## src/rtl/sync_test_sequencer.sv

```systemverilog
// Self-test sequencer for the synchronizer demo: drives test words, fires the strobe or pulse
// the selected synchronizer needs, and checks the word returned from the clk_2 domain.
// Optional per-run latency extremes are enabled by defining SYNC_SEQ_MINMAX_EN.
module sync_test_sequencer #(
    parameter int           N       = 8,
    parameter logic [N-1:0] STEP    = N'(8'h5B),
    parameter int           TIMEOUT = 255,
    parameter int           STABLE  = 3
) (
    input  logic         clk,
    input  logic         rst_n,
    input  logic         start,
    input  logic         abort,
    input  logic [1:0]   mode,
    input  logic [N-1:0] seed,
    input  logic [7:0]   num_words,
    input  logic [N-1:0] rx_data,
    output logic [N-1:0] tx_data,
    output logic         tx_load,
    output logic         stb,
    output logic         pulse,
    output logic [2:0]   sel,
    output logic         busy,
    output logic         done,
    output logic         pass,
    output logic [7:0]   err_count,
    output logic [7:0]   last_latency,
    output logic [7:0]   min_latency,
    output logic [7:0]   max_latency
);

    localparam logic [7:0] TIMEOUT_C = 8'(TIMEOUT);
    localparam logic [7:0] STABLE_C  = 8'(STABLE);
    localparam logic [7:0] STABLE_M1 = 8'(STABLE - 1);

    typedef enum logic [2:0] {
        S_IDLE,
        S_LOAD,
        S_LAUNCH,
        S_WAIT,
        S_NEXT,
        S_DONE
    } state_t;

    state_t       state;
    logic [1:0]   mode_q;
    logic [7:0]   num_q;
    logic [N-1:0] pattern;
    logic [7:0]   word_cnt;
    logic [7:0]   lat_cnt;
    logic [7:0]   match_cnt;
    logic [N-1:0] rx_meta;
    logic [N-1:0] rx_sync;

    logic [7:0]   lat_next;
    logic [7:0]   match_next;
    logic [7:0]   word_next;
    logic [7:0]   latency;
    logic         word_ok;
    logic         word_late;
    logic         start_run;

    function automatic logic [2:0] sel_of(input logic [1:0] m);
        case (m)
            2'd0:    return 3'd2;
            2'd1:    return 3'd3;
            2'd2:    return 3'd4;
            default: return 3'd1;
        endcase
    endfunction

    // Per-bit resync only; a multi-bit word is trusted once it has been seen STABLE times in a row.
    always_ff @(posedge clk or negedge rst_n) begin
        if (!rst_n) begin
            rx_meta <= '0;
            rx_sync <= '0;
        end else begin
            rx_meta <= rx_data;
            rx_sync <= rx_meta;
        end
    end

    always_comb begin
        lat_next   = lat_cnt + 8'd1;
        match_next = (rx_sync == pattern) ? match_cnt + 8'd1 : 8'd0;
        word_ok    = (match_next == STABLE_C);
        word_late  = (lat_next == TIMEOUT_C);
        latency    = lat_next - STABLE_M1;
        word_next  = word_cnt + 8'd1;
        start_run  = (state == S_IDLE) && start && !abort;
    end

    always_ff @(posedge clk or negedge rst_n) begin
        if (!rst_n) begin
            state        <= S_IDLE;
            mode_q       <= '0;
            num_q        <= '0;
            pattern      <= '0;
            word_cnt     <= '0;
            lat_cnt      <= '0;
            match_cnt    <= '0;
            tx_data      <= '0;
            tx_load      <= 1'b0;
            stb          <= 1'b0;
            pulse        <= 1'b0;
            sel          <= '0;
            busy         <= 1'b0;
            done         <= 1'b0;
            pass         <= 1'b0;
            err_count    <= '0;
            last_latency <= '0;
        end else begin
            // NOTE: one-cycle outputs default low here and are raised only by their state; all
            // state uses <= so every branch sees the values from before this edge.
            tx_load <= 1'b0;
            stb     <= 1'b0;
            pulse   <= 1'b0;
            done    <= 1'b0;

            if (abort && state != S_IDLE) begin
                state <= S_IDLE;
                busy  <= 1'b0;
                pass  <= 1'b0;
            end else begin
                case (state)
                    S_IDLE: begin
                        if (start_run) begin
                            mode_q       <= mode;
                            num_q        <= num_words;
                            pattern      <= seed;
                            word_cnt     <= '0;
                            err_count    <= '0;
                            last_latency <= '0;
                            pass         <= 1'b0;
                            busy         <= 1'b1;
                            sel          <= sel_of(mode);
                            state        <= (num_words == 8'd0) ? S_DONE : S_LOAD;
                        end
                    end
                    S_LOAD: begin
                        tx_data <= pattern;
                        tx_load <= 1'b1;
                        state   <= S_LAUNCH;
                    end
                    S_LAUNCH: begin
                        stb       <= (mode_q == 2'd1);
                        pulse     <= (mode_q == 2'd2);
                        lat_cnt   <= '0;
                        match_cnt <= '0;
                        state     <= S_WAIT;
                    end
                    S_WAIT: begin
                        lat_cnt   <= lat_next;
                        match_cnt <= match_next;
                        // A match on the timeout cycle still counts as a match.
                        if (word_ok) begin
                            last_latency <= latency;
                            state        <= S_NEXT;
                        end else if (word_late) begin
                            if (err_count != 8'hFF) err_count <= err_count + 8'd1;
                            state <= S_NEXT;
                        end
                    end
                    S_NEXT: begin
                        pattern  <= pattern + STEP;
                        word_cnt <= word_next;
                        state    <= (word_next == num_q) ? S_DONE : S_LOAD;
                    end
                    S_DONE: begin
                        done  <= 1'b1;
                        pass  <= (err_count == 8'd0);
                        busy  <= 1'b0;
                        state <= S_IDLE;
                    end
                    default: state <= S_IDLE;
                endcase
            end
        end
    end

`ifdef SYNC_SEQ_MINMAX_EN
    logic accept_word;
    assign accept_word = (state == S_WAIT) && !abort && word_ok;

    always_ff @(posedge clk or negedge rst_n) begin
        if (!rst_n) begin
            min_latency <= 8'hFF;
            max_latency <= '0;
        end else if (start_run) begin
            min_latency <= 8'hFF;
            max_latency <= '0;
        end else if (accept_word) begin
            if (latency < min_latency) min_latency <= latency;
            if (latency > max_latency) max_latency <= latency;
        end
    end
`else
    assign min_latency = '0;
    assign max_latency = '0;
`endif

endmodule

```

## config.mk

```make
export PLATFORM = sky130hd
export DESIGN_NAME = sync_test_sequencer
export DESIGN_NICKNAME = d
export VERILOG_FILES = /design/src/rtl/sync_test_sequencer.sv
export SDC_FILE = /design/constraint.sdc
export NUM_CORES = 1
export LEC_CHECK = 0
export ABC_AREA = 1
export CAP_MARGIN = 20
export CORE_MARGIN = 8
export CORE_UTILIZATION = 54
export CTS_CLUSTER_DIAMETER = 60
export DETAILED_ROUTE_END_ITERATION = 8
export PLACE_DENSITY = 0.78
export SYNTH_ARGS = -nofsm -noshare
export SYNTH_HDL_FRONTEND = slang
export SYNTH_SLANG_ARGS = --single-unit
```

## constraint.sdc

```tcl
create_clock -name clk -period 2.1 [get_ports clk]
set_input_delay 0.315 -clock clk [delete_from_list [all_inputs] [get_ports clk]]
set_output_delay 0.315 -clock clk [all_outputs]
set_load 0.01 [all_outputs]
```

==> results.txt, run 1 <==
outcome -> finished, final reports clean
share of the synthesized area in the top cell type -> 46.8%
number of synthesized register bits -> 94
First-pass DRT Iterations -> 4
CTS tree -> built
Boundary Pins -> 79
crit path capture type -> flip-flop
xor/xnor share of the synthesized area -> 2.59%
hpwl dp -> 9150 um
crit-path cells -> ha_2 > nand4_1 > nor2_2 > xor2_2 > nor2_2 > nand3_2 > a21oi_4 > buf_4 > nand3_1 > nand2_1
largest net degree at the start of global routing -> 42
drt via density -> 5.23
post-synthesis simple-gate area fraction -> 29.9%
Placement Cell Area -> 5780 sq um
Adder-Cell Fraction of Synth Area -> 1.99%
Critical-path top delay cell -> dfrtp_1
top post-synthesis cells by area -> dfrtp_1 (47%), nand2_1 (15%), inv_1 (5.3%)
clock root cell -> clkbuf_8
Total Neg Setup Slack -> 0 ns
Worst slew margin -> 62.8%
max-cap violations -> 0
Cell Area, Synth -> 5030 sq um
worst clock skew -> 0.0160 ns
Die W -> 113 um
CP required -> 2.41 ns
first-pass GRT wire length -> 20100 um
die area -> 12700 sq um
Hold Vio Cnt, Final -> 0
fin area -> 6080 sq um
FP Rows -> 35
clock slew at reported path FFs -> 0.09 ns
main combinational cell family by area after synthesis -> simple AND/OR/NAND/NOR gates
Syn Area/Cell -> 7.86 sq um
cell count after synthesis -> 640
Final #Nets -> 760
Overall Power -> 0.00667 W
Synth Area in Compound Gates -> 9.20%
H-tree levels -> 3
max-slew violation count -> 0
initial drt markers -> 233
Crit Path Max Fanout -> 8
ratio of cells with drive above 1 in the final layout -> 11.1%
worst slew pin tran -> 0.558 ns
Peak VDD IR -> 650 uV
Seq/Total Area, Yosys -> 46.8%
initial antenna violation count -> 0
Clock Latency Late Sink -> 0.37 ns
starting density of the core -> 55.0%
via count -> 4380
die height -> 113 um
wire per inst -> 14.4 um
DP Cell Count -> 816
biggest area consumer among synthesized cells -> dfrtp_1
Final min period -> 2.00 ns
Ys Warns -> 0
clk buf depth -> 2
cell mode on critical path -> nor2_2
total grt overflow -> 0
drt drc -> 0
Period Utilization, post-route -> 95.4%
# clock sinks -> 94
final WL -> 12000 um
Buffers & Inverters on Critical Path -> 1
Routed Antenna Nets -> 0
delay-heaviest family, CP -> simple AND/OR/NAND/NOR gates
Yosys cell types -> 41
CORE AREA -> 9150 sq um
Final Wtd Congestion -> 0.887
Inserted Clock Buffers -> 9
endpoints failing setup -> 0
WP data arrival -> 2.31 ns
n_diodes -> 0
critical path launch point type -> flip-flop
power per cell area -> 1100 nW/um^2
worst hold path type -> reg -> reg
Crit Path Class -> reg -> reg
P_leak -> 2.96 nW
fmax -> 499 MHz
post-synthesis mux area share -> 0.199%
vias in the first global route -> 4395
port bufs -> 62
Total GRT Usage -> 19.4%
largest stage delay on the critical path -> 0.42 ns
Layout Cells excl Fill -> 838
Area growth syn-to-layout -> 20.8%
Util after Layout -> 66.4%
## metal layers
metal | vias to the layer above | global-route usage (%) | routed length, um
li1 | 2177 | - | -
met1 | 2102 | 23.0 | 5180
met2 | 92 | 34.0 | 6180
met3 | 9 | 4.40 | 564
met4 | 0 | 6.12 | 106
met5 | - | 0 | 0
## state kept, by name, indices dropped and copies added (netlist names)
signal / cells
num_q: 8
err_count: 8
busy: 1
word_cnt: 8
state: 3
rx_sync: 8
last_latency: 8
pattern: 8
mode_q: 2
tx_data: 8
sel: 3
match_cnt: 8
tx_load: 1
done: 1
rx_meta: 8
pulse: 1
lat_cnt: 8
pass: 1
stb: 1
## cell type report
cell class / instances / area, sq um
fill: 755 / 3070
sequential: 94 / 2360
multi-input combinational: 457 / 2310
timing repair buffer: 80 / 768
inverter: 80 / 300
tap: 111 / 139
clock buffer: 10 / 138
clock inverter: 6 / 68.8
## timing repair
item | 4_1_cts | 5_1_grt
setup buffers | 0 | 5
endpoints found under the setup margin | 0 | 18
hold buffers | 1 | 0
hold endpoints to repair | 39 | 0
resized for setup | 0 | 13
## cells by family after synthesis
family,Yosys count
flip-flops,94
XOR/XNOR,14
multiplexers,1
buffers and inverters,104
AO/OA/AOI/OAI,82
AND/OR/NAND/NOR,336
other,1
adder cells (fa/ha/maj),8
## layout by cell type, fill, tap and decap left out, types with 4 or more instances in the layout
cell	count
clkbuf_8	10
nand2_1	201
nor4_1	6
nand4_1	6
nor2_2	11
a21oi_1	17
xnor2_1	4
nor2_4	6
o22ai_1	14
nor2_1	40
inv_2	7
nor3_1	7
nand2_4	4
buf_4	17
dfrtp_1	91
ha_1	6
xor2_1	8
nand3_1	43
o21ai_0	38
conb_1	16
clkdlybuf4s50_1	61
inv_1	71
## synth_stat cells (all sizes together)
| library cell | n |
|---|---|
| a21oi | 18 |
| a31oi | 2 |
| buf | 20 |
| clkbuf | 4 |
| clkinv | 2 |
| conb | 1 |
| dfrtp | 94 |
| ha | 8 |
| inv | 78 |
| mux2i | 1 |
| nand2 | 208 |
| nand3 | 46 |
| nand3b | 1 |
| nand4 | 6 |
| nor2 | 57 |
| nor3 | 8 |
| nor3b | 1 |
| nor4 | 6 |
| o211ai | 3 |
| o21a | 2 |
| o21ai | 40 |
| o21bai | 1 |
| o221ai | 1 |
| o22ai | 14 |
| o31ai | 1 |
| or2 | 3 |
| xnor2 | 4 |
| xor2 | 10 |
## final timing paths
check | slack [ns] | startpoint | endpoint | cells after the start
worst max-delay path | 0.1 | lat_cnt[1] | err_count[6] | 10
worst min-delay path | 0.36 | rx_meta[1] | rx_sync[1] | 0
worst max register to register | 0.1 | lat_cnt[1] | err_count[6] | 10
worst min register to register | 0.36 | rx_meta[1] | rx_sync[1] | 0
max in group asynchronous | 1.00 | rst_n | tx_data[3] | 3
min in group asynchronous | 0.47 | rst_n | pattern[7] | 2
## report_power, final
group	internal, W	switching, W	total (W)
combinational	0.00115	0.00169	0.00284
sequential	0.00225	0.000321	0.00257
clock	0.000592	0.000675	0.00127
total	0.00399	0.00268	0.00667
## per-stage QoR
stage	hold slack, ns	setup slack [ns]
after floorplan	0.0194	0.166
after global placement	0.331	0.148
after detailed placement	0.336	0.0740
after CTS	0.359	0.0746
after global routing	0.361	-0.000891
final	0.356	0.0956
(Power assumes the default switching activity.)
==> inputs of run 2 (changes only) <==
- clock period: 2.1 -> 2.25 ns (I/O delays scaled with it)
==> run 2 against run 1 <==
- core utilization is 0.96 points lower
- count of clock-buffer cells in the layout did not move
- flip-flop and latch count is the same
- die area did not move
- sequential share of layout area grew 0.50 points
- cell count down 0.72%
==> results.txt, run 2 (synthesized netlist as in run 1, its figures left out) <==
outcome -> finished, final reports clean
most frequent cells in the layout -> nand2_1 (201), dfrtp_1 (94), inv_1 (71)
Die W -> 113 um (unchanged)
WHS Path Cells -> 0 (unchanged)
Worst slew margin -> 60.1% (-2.7 points)
die area -> 12700 sq um (unchanged)
total grt overflow -> 0 (unchanged)
Period Utilization, post-route -> 88.9% (-6.5 points)
ratio of cells with drive above 1 in the final layout -> 9.02% (-2.1 points)
Inserted Clock Buffers -> 9 (unchanged)
clock root cell -> clkbuf_8
largest net degree at the start of global routing -> 48 (+14%)
first-pass GRT wire length -> 20600 um (+2.4%)
port bufs -> 62 (unchanged)
initial drt markers -> 268 (+15%)
Clock Latency Late Sink -> 0.36 ns (about the same)
P_leak -> 2.93 nW (-0.93%)
DP Cell Count -> 815 (-0.12%)
# clock sinks -> 94 (unchanged)
First-pass DRT Iterations -> 5 (+1)
Crit Path Max Fanout -> 4 (-4)
vias in the first global route -> 4498 (+2.3%)
RSZ-0062 raised after global routing -> no
endpoints failing setup -> 0 (unchanged)
initial antenna violation count -> 0 (unchanged)
hpwl dp -> 9210 um (+0.65%)
Hold Vio Cnt, Final -> 0 (unchanged)
worst slew pin tran -> 0.599 ns (+0.0410 ns)
WP data arrival -> 2.25 ns (-0.06 ns)
Critical-path top delay cell -> dfrtp_1
critical path launch point type -> flip-flop
post-CTS setup buffers -> 0 (unchanged)
Crit Path Class -> reg -> reg
commonest non-fill, non-tap cell in the layout -> nand2_1
CTS tree -> built
drt drc -> 0 (unchanged)
Boundary Pins -> 79 (unchanged)
Final #Nets -> 754 (-0.79%)
starting density of the core -> 55.0% (unchanged)
CP required -> 2.50 ns (+0.09 ns)
n_diodes -> 0 (unchanged)
crit-path cells -> ha_1 > xnor2_2 > ha_1 > nand2_1 > nor2_1 > nand3_1 > o21ai_0 > nor2_1 > nand3_1 > nand2_1
Final Wtd Congestion -> 0.847 (-4.5%)
final WL -> 11900 um (-0.76%)
Total Neg Setup Slack -> 0 ns (unchanged)
Peak VDD IR -> 579 uV (-11%)
Final min period -> 2.00 ns (-0.00307 ns)
wire per inst -> 14.3 um (about the same)
max-cap violations -> 0 (unchanged)
max-slew violation count -> 0 (unchanged)
drt via density -> 5.33 (+2.0%)
via count -> 4435 (+1.3%)
H-tree levels -> 3 (unchanged)
FP Rows -> 35 (unchanged)
die height -> 113 um (unchanged)
Area growth syn-to-layout -> 19.1%
Total GRT Usage -> 19.5% (+0.14 points)
largest stage delay on the critical path -> 0.42 ns (about the same)
clock slew at reported path FFs -> 0.10 ns (about the same)
clk buf depth -> 2 (unchanged)
final hold slack -> 0.355 ns (-0.00101 ns)
worst hold path type -> reg -> reg
Worst R2R Path Depth -> 10 (unchanged)
crit path capture type -> flip-flop
fmax -> 500 MHz (+0.15%)
Routed Antenna Nets -> 0 (unchanged)
CORE AREA -> 9150 sq um (unchanged)
Layout Cells excl Fill -> 832 (-0.72%)
power per cell area -> 1020 nW/um^2 (-7.1%)
worst clock skew -> 0.0117 ns (-0.00427 ns)
run 2: what timing repair did:
item | 4_1_cts | 5_1_grt
endpoints found under the hold margin | 23 | 0
hold buffers | 1 | 0
resized for setup | 0 | 2
endpoints found under the setup margin | 0 | 3
run 2: path summary, 6_finish.rpt:
kind | startpoint | slack (ns) | endpoint
worst max-delay path | lat_cnt[0] | 0.25 | last_latency[7]
worst min-delay path | rx_meta[1] | 0.36 | rx_sync[1]
worst max register to register | lat_cnt[0] | 0.25 | last_latency[7]
worst min register to register | rx_meta[1] | 0.36 | rx_sync[1]
max in group asynchronous | rst_n | 1.10 | rx_meta[3]
min in group asynchronous | rst_n | 0.53 | pattern[6]
run 2: per-layer routing:
| layer | up-vias | part of all wire, % | GRT usage (%) |
|---|---|---|---|
| li1 | 2164 | - | - |
| met1 | 2130 | 43 | 23.3 |
| met2 | 127 | 50 | 34.3 |
| met3 | 14 | 5.8 | 3.86 |
| met4 | 0 | 1.3 | 6.47 |
| met5 | - | 0 | 0 |
run 2: power by group:
group	internal (W)	switching (W)
registers	0.00209	0.000299
clock network	0.000525	0.000611
logic	0.00102	0.00157
total	0.00364	0.00248
run 2: cell type report:
class | count | area, sq um
inverters | 80 | 300
repair buffers | 74 | 723
multi-input cells | 457 | 2280
flip-flops and latches | 94 | 2350
fillers | 757 | 3160
well taps | 111 | 139
clock buffers | 10 | 128
clock inverters | 6 | 70.1
run 2: worst max-delay path, delay by kind of cell (launching register included):
family	cells	cell delay (ns)
xor+xnor	1	0.26
simple gates	6	0.54
compound gates	1	0.19
flops	1	0.42
fa+ha+maj	2	0.48
run 2: stage by stage:
stage               instance area, sq um  utilization, %  setup WS (ns)  power (W)
global route                        5990            65.5         0.0374    0.00659
finish                              5990            65.5          0.249    0.00611
CTS                                 5980            65.3          0.134    0.00613
global placement                    5770            63.1          0.231    0.00487
detailed placement                  5770            63.1          0.143    0.00499
floorplan                           5090               -          0.316    0.00406
==> inputs of run 3 (changes only) <==
- CORE_UTILIZATION: 54 -> 49
- PLACE_DENSITY: 0.78 -> 0.75
- RECOVER_POWER: unset -> 50
- clock period: 2.25 -> 1.7 ns (I/O delays scaled with it)
==> run 3 against run 2 <==
- the flow now finishes with violations (negative setup slack)
- highest routed layer unchanged
- setup slack worse by 0.50 ns
- largest power group unchanged
- critical endpoint is now last_latency[5]
- global-route usage is 0.26 points lower
- core utilization grew 4.0 points
- die area rose by 8.7%
- total power grew 59%
- flip-flop and latch count stayed put
- first-iteration DRC count up 7.5%
==> results.txt, run 3 (synthesized netlist as in run 1, its figures left out) <==
ratio of cells with drive above 1 in the final layout -> 26.7% (+18 points)
setup ws final -> -0.251 ns (-0.500 ns)
drt via density -> 5.18 (-2.8%)
critical path launch point type -> flip-flop
clock share of power -> 16.8% (-1.8 points)
Final #Nets -> 837 (+11%)
Crit Path Class -> reg -> reg
Routed Antenna Nets -> 0 (unchanged)
violated checks -> negative setup slack
Hold Vio Cnt, Final -> 0 (unchanged)
port bufs -> 62 (unchanged)
n_diodes -> 0 (unchanged)
CTS tree -> built
outcome -> complete, but fails checks
wire per inst -> 15.0 um (+4.3%)
Boundary Pins -> 79 (unchanged)
WP data arrival -> 2.20 ns (-0.05 ns)
drt drc -> 0 (unchanged)
Worst R2R Path Depth -> 14 (+4)
CORE AREA -> 10100 sq um (+11%)
initial drt markers -> 288 (+7.5%)
Inserted Clock Buffers -> 9 (unchanged)
final hold slack -> 0.346 ns (-0.00920 ns)
CP required -> 1.95 ns (-0.55 ns)
initial antenna violation count -> 0 (unchanged)
clock root cell -> clkbuf_8
RSZ-0062 raised after global routing -> yes
die area -> 13800 sq um (+8.7%)
max-cap violations -> 0 (unchanged)
Internal -> 0.00589 W (+62%)
Worst slew margin -> 53.2% (-6.9 points)
die height -> 117 um (+4.3%)
largest net degree at the start of global routing -> 31 (-35%)
r2r startpoint -> match_cnt[0]
Comb power frac -> 50.7% (+8.4 points)
Worst R2R Setup Slack -> -0.25 ns (-0.50 ns)
Final min period -> 1.95 ns (-0.0504 ns)
final WL -> 14100 um (+18%)
starting density of the core -> 49.6% (-5.3 points)
Peak VDD IR -> 1100 uV (+90%)
via count -> 4866 (+9.7%)
First-pass DRT Iterations -> 5 (unchanged)
WHS Path Cells -> 0 (unchanged)
reg2reg end -> last_latency[5]
first-pass GRT wire length -> 22500 um (+9.5%)
most frequent cells in the layout -> nand2_1 (188), dfrtp_1 (85), buf_4 (80)
crit path capture type -> flip-flop
worst slew pin tran -> 0.702 ns (+0.103 ns)
endpoints failing setup -> 20 (+20)
clk buf depth -> 2 (unchanged)
clock slew at reported path FFs -> 0.09 ns (about the same)
hpwl dp -> 9630 um (+4.5%)
Area growth syn-to-layout -> 40.0%
FP Rows -> 37 (+5.7%)
H-tree levels -> 3 (unchanged)
Hold EP -> rx_sync[5]
fillcell total -> 760 (+0.40%)
max-slew violation count -> 0 (unchanged)
commonest non-fill, non-tap cell in the layout -> nand2_1
Crit Path Max Fanout -> 5 (+1)
Clock Latency Late Sink -> 0.36 ns (about the same)
Util after Layout -> 69.4% (+4.0 points)
power per cell area -> 1380 nW/um^2 (+35%)
Flop pwr share -> 32.5% (-6.6 points)
P_leak -> 3.41 nW (+16%)
Switching Fraction -> 39.4% (-1.1 points)
worst hold path type -> reg -> reg
Final Wtd Congestion -> 0.880 (+4.0%)
Die W -> 117 um (+4.3%)
# clock sinks -> 94 (unchanged)
net switching power -> 0.00382 W (+54%)
Total GRT Usage -> 19.2% (-0.26 points)
total grt overflow -> 0 (unchanged)
Period Utilization, post-route -> 115% (+26 points)
worst clock skew -> 0.00956 ns (-0.00218 ns)
hold path start -> rx_meta[5]
vias in the first global route -> 4948 (+10%)
fmax -> 513 MHz (+2.6%)
==> run 3: changes by cell type in the layout (fill, tap and decap cells not counted), moves of 10 or more <==
cell | before | now
buf_4 | 11 | 80
clkdlybuf4s50_1 | 61 | 50
nand2_1 | 201 | 188
nand3_1 | 43 | 29
nand3_2 | 2 | 15
nor2_1 | 45 | 33
o21ai_0 | 38 | 28
o21ai_1 | 2 | 12
==> run 3: cell type report <==
class | count | area (sq um) | area share [%]
Clock buffer | 10 | 128 | 1.81
Clock inverter | 5 | 83.8 | 1.19
Inverter | 80 | 315 | 4.48
Multi-Input combinational cell | 458 | 2610 | 37.0
Sequential cell | 94 | 2360 | 33.6
Tap cell | 136 | 170 | 2.42
Timing Repair Buffer | 156 | 1370 | 19.5
==> run 3: critical path, stage by stage, from the launching register on <==
cell and delay, ns:
dfrtp_1 0.41, buf_6 0.14, nand3_4 0.08, nor2_2 0.10
buf_4 0.12, nand2_1 0.05, nand2_1 0.10, nand2_1 0.08
a21oi_2 0.20, nor2_4 0.07, nand3_2 0.09, nand2_4 0.10
buf_12 0.15, nand3_1 0.07, nand2_1 0.07
==> run 3: metal layers <==
metal  vias up  wire (um)  GRT usage [%]
li1       2334          -              -
met1      2353       5720           22.1
met2       149       7310           34.2
met3        30        718           4.17
met4         0        307           7.14
met5         -          0              0
==> run 3: worst max-delay path by stage <==
stage | from | endpoint | slack, ns | depth (start not counted)
floorplan | lat_cnt[0] | err_count[3] | -0.06 | 10
global placement | lat_cnt[0] | err_count[7] | -0.21 | 10
detailed placement | lat_cnt[0] | err_count[6] | -0.31 | 10
CTS | match_cnt[0] | err_count[6] | -0.23 | 11
global route | rx_sync[2] | last_latency[5] | -0.41 | 14
finish | match_cnt[0] | last_latency[5] | -0.25 | 14
==> run 3: timing repair <==
action	CTS	global route
setup endpoints to repair	27	61
gates cloned	1	0
buffers inserted	19	6
hold buffers	1	0
hold endpoints to repair	26	0
resized for setup	42	68
pin swaps	26	28
==> run 3: per-stage QoR <==
step / cells / setup TNS [ns] / power [W] / worst slack, ns / cell area (sq um)
floorplan: 655 / -0.511 / 0.00542 / -0.0625 / 5120
global placement: 897 / -3.74 / 0.00703 / -0.209 / 6270
detailed placement: 897 / -6.35 / 0.00719 / -0.313 / 6270
CTS: 933 / -2.87 / 0.00923 / -0.227 / 6790
global route: 939 / -6.10 / 0.0103 / -0.408 / 7040
finish: 939 / -3.03 / 0.00971 / -0.251 / 7040
==> run 3: power groups by stage <==
stage / clock (W) / sequential, W / combinational [W]
final: 0.00164 / 0.00316 / 0.00492
after floorplan: 0 / 0.00325 / 0.00217
after global routing: 0.00173 / 0.00322 / 0.00538
after CTS: 0.00165 / 0.00314 / 0.00443
after detailed placement: 0 / 0.00318 / 0.00401
after global placement: 0 / 0.00315 / 0.00388
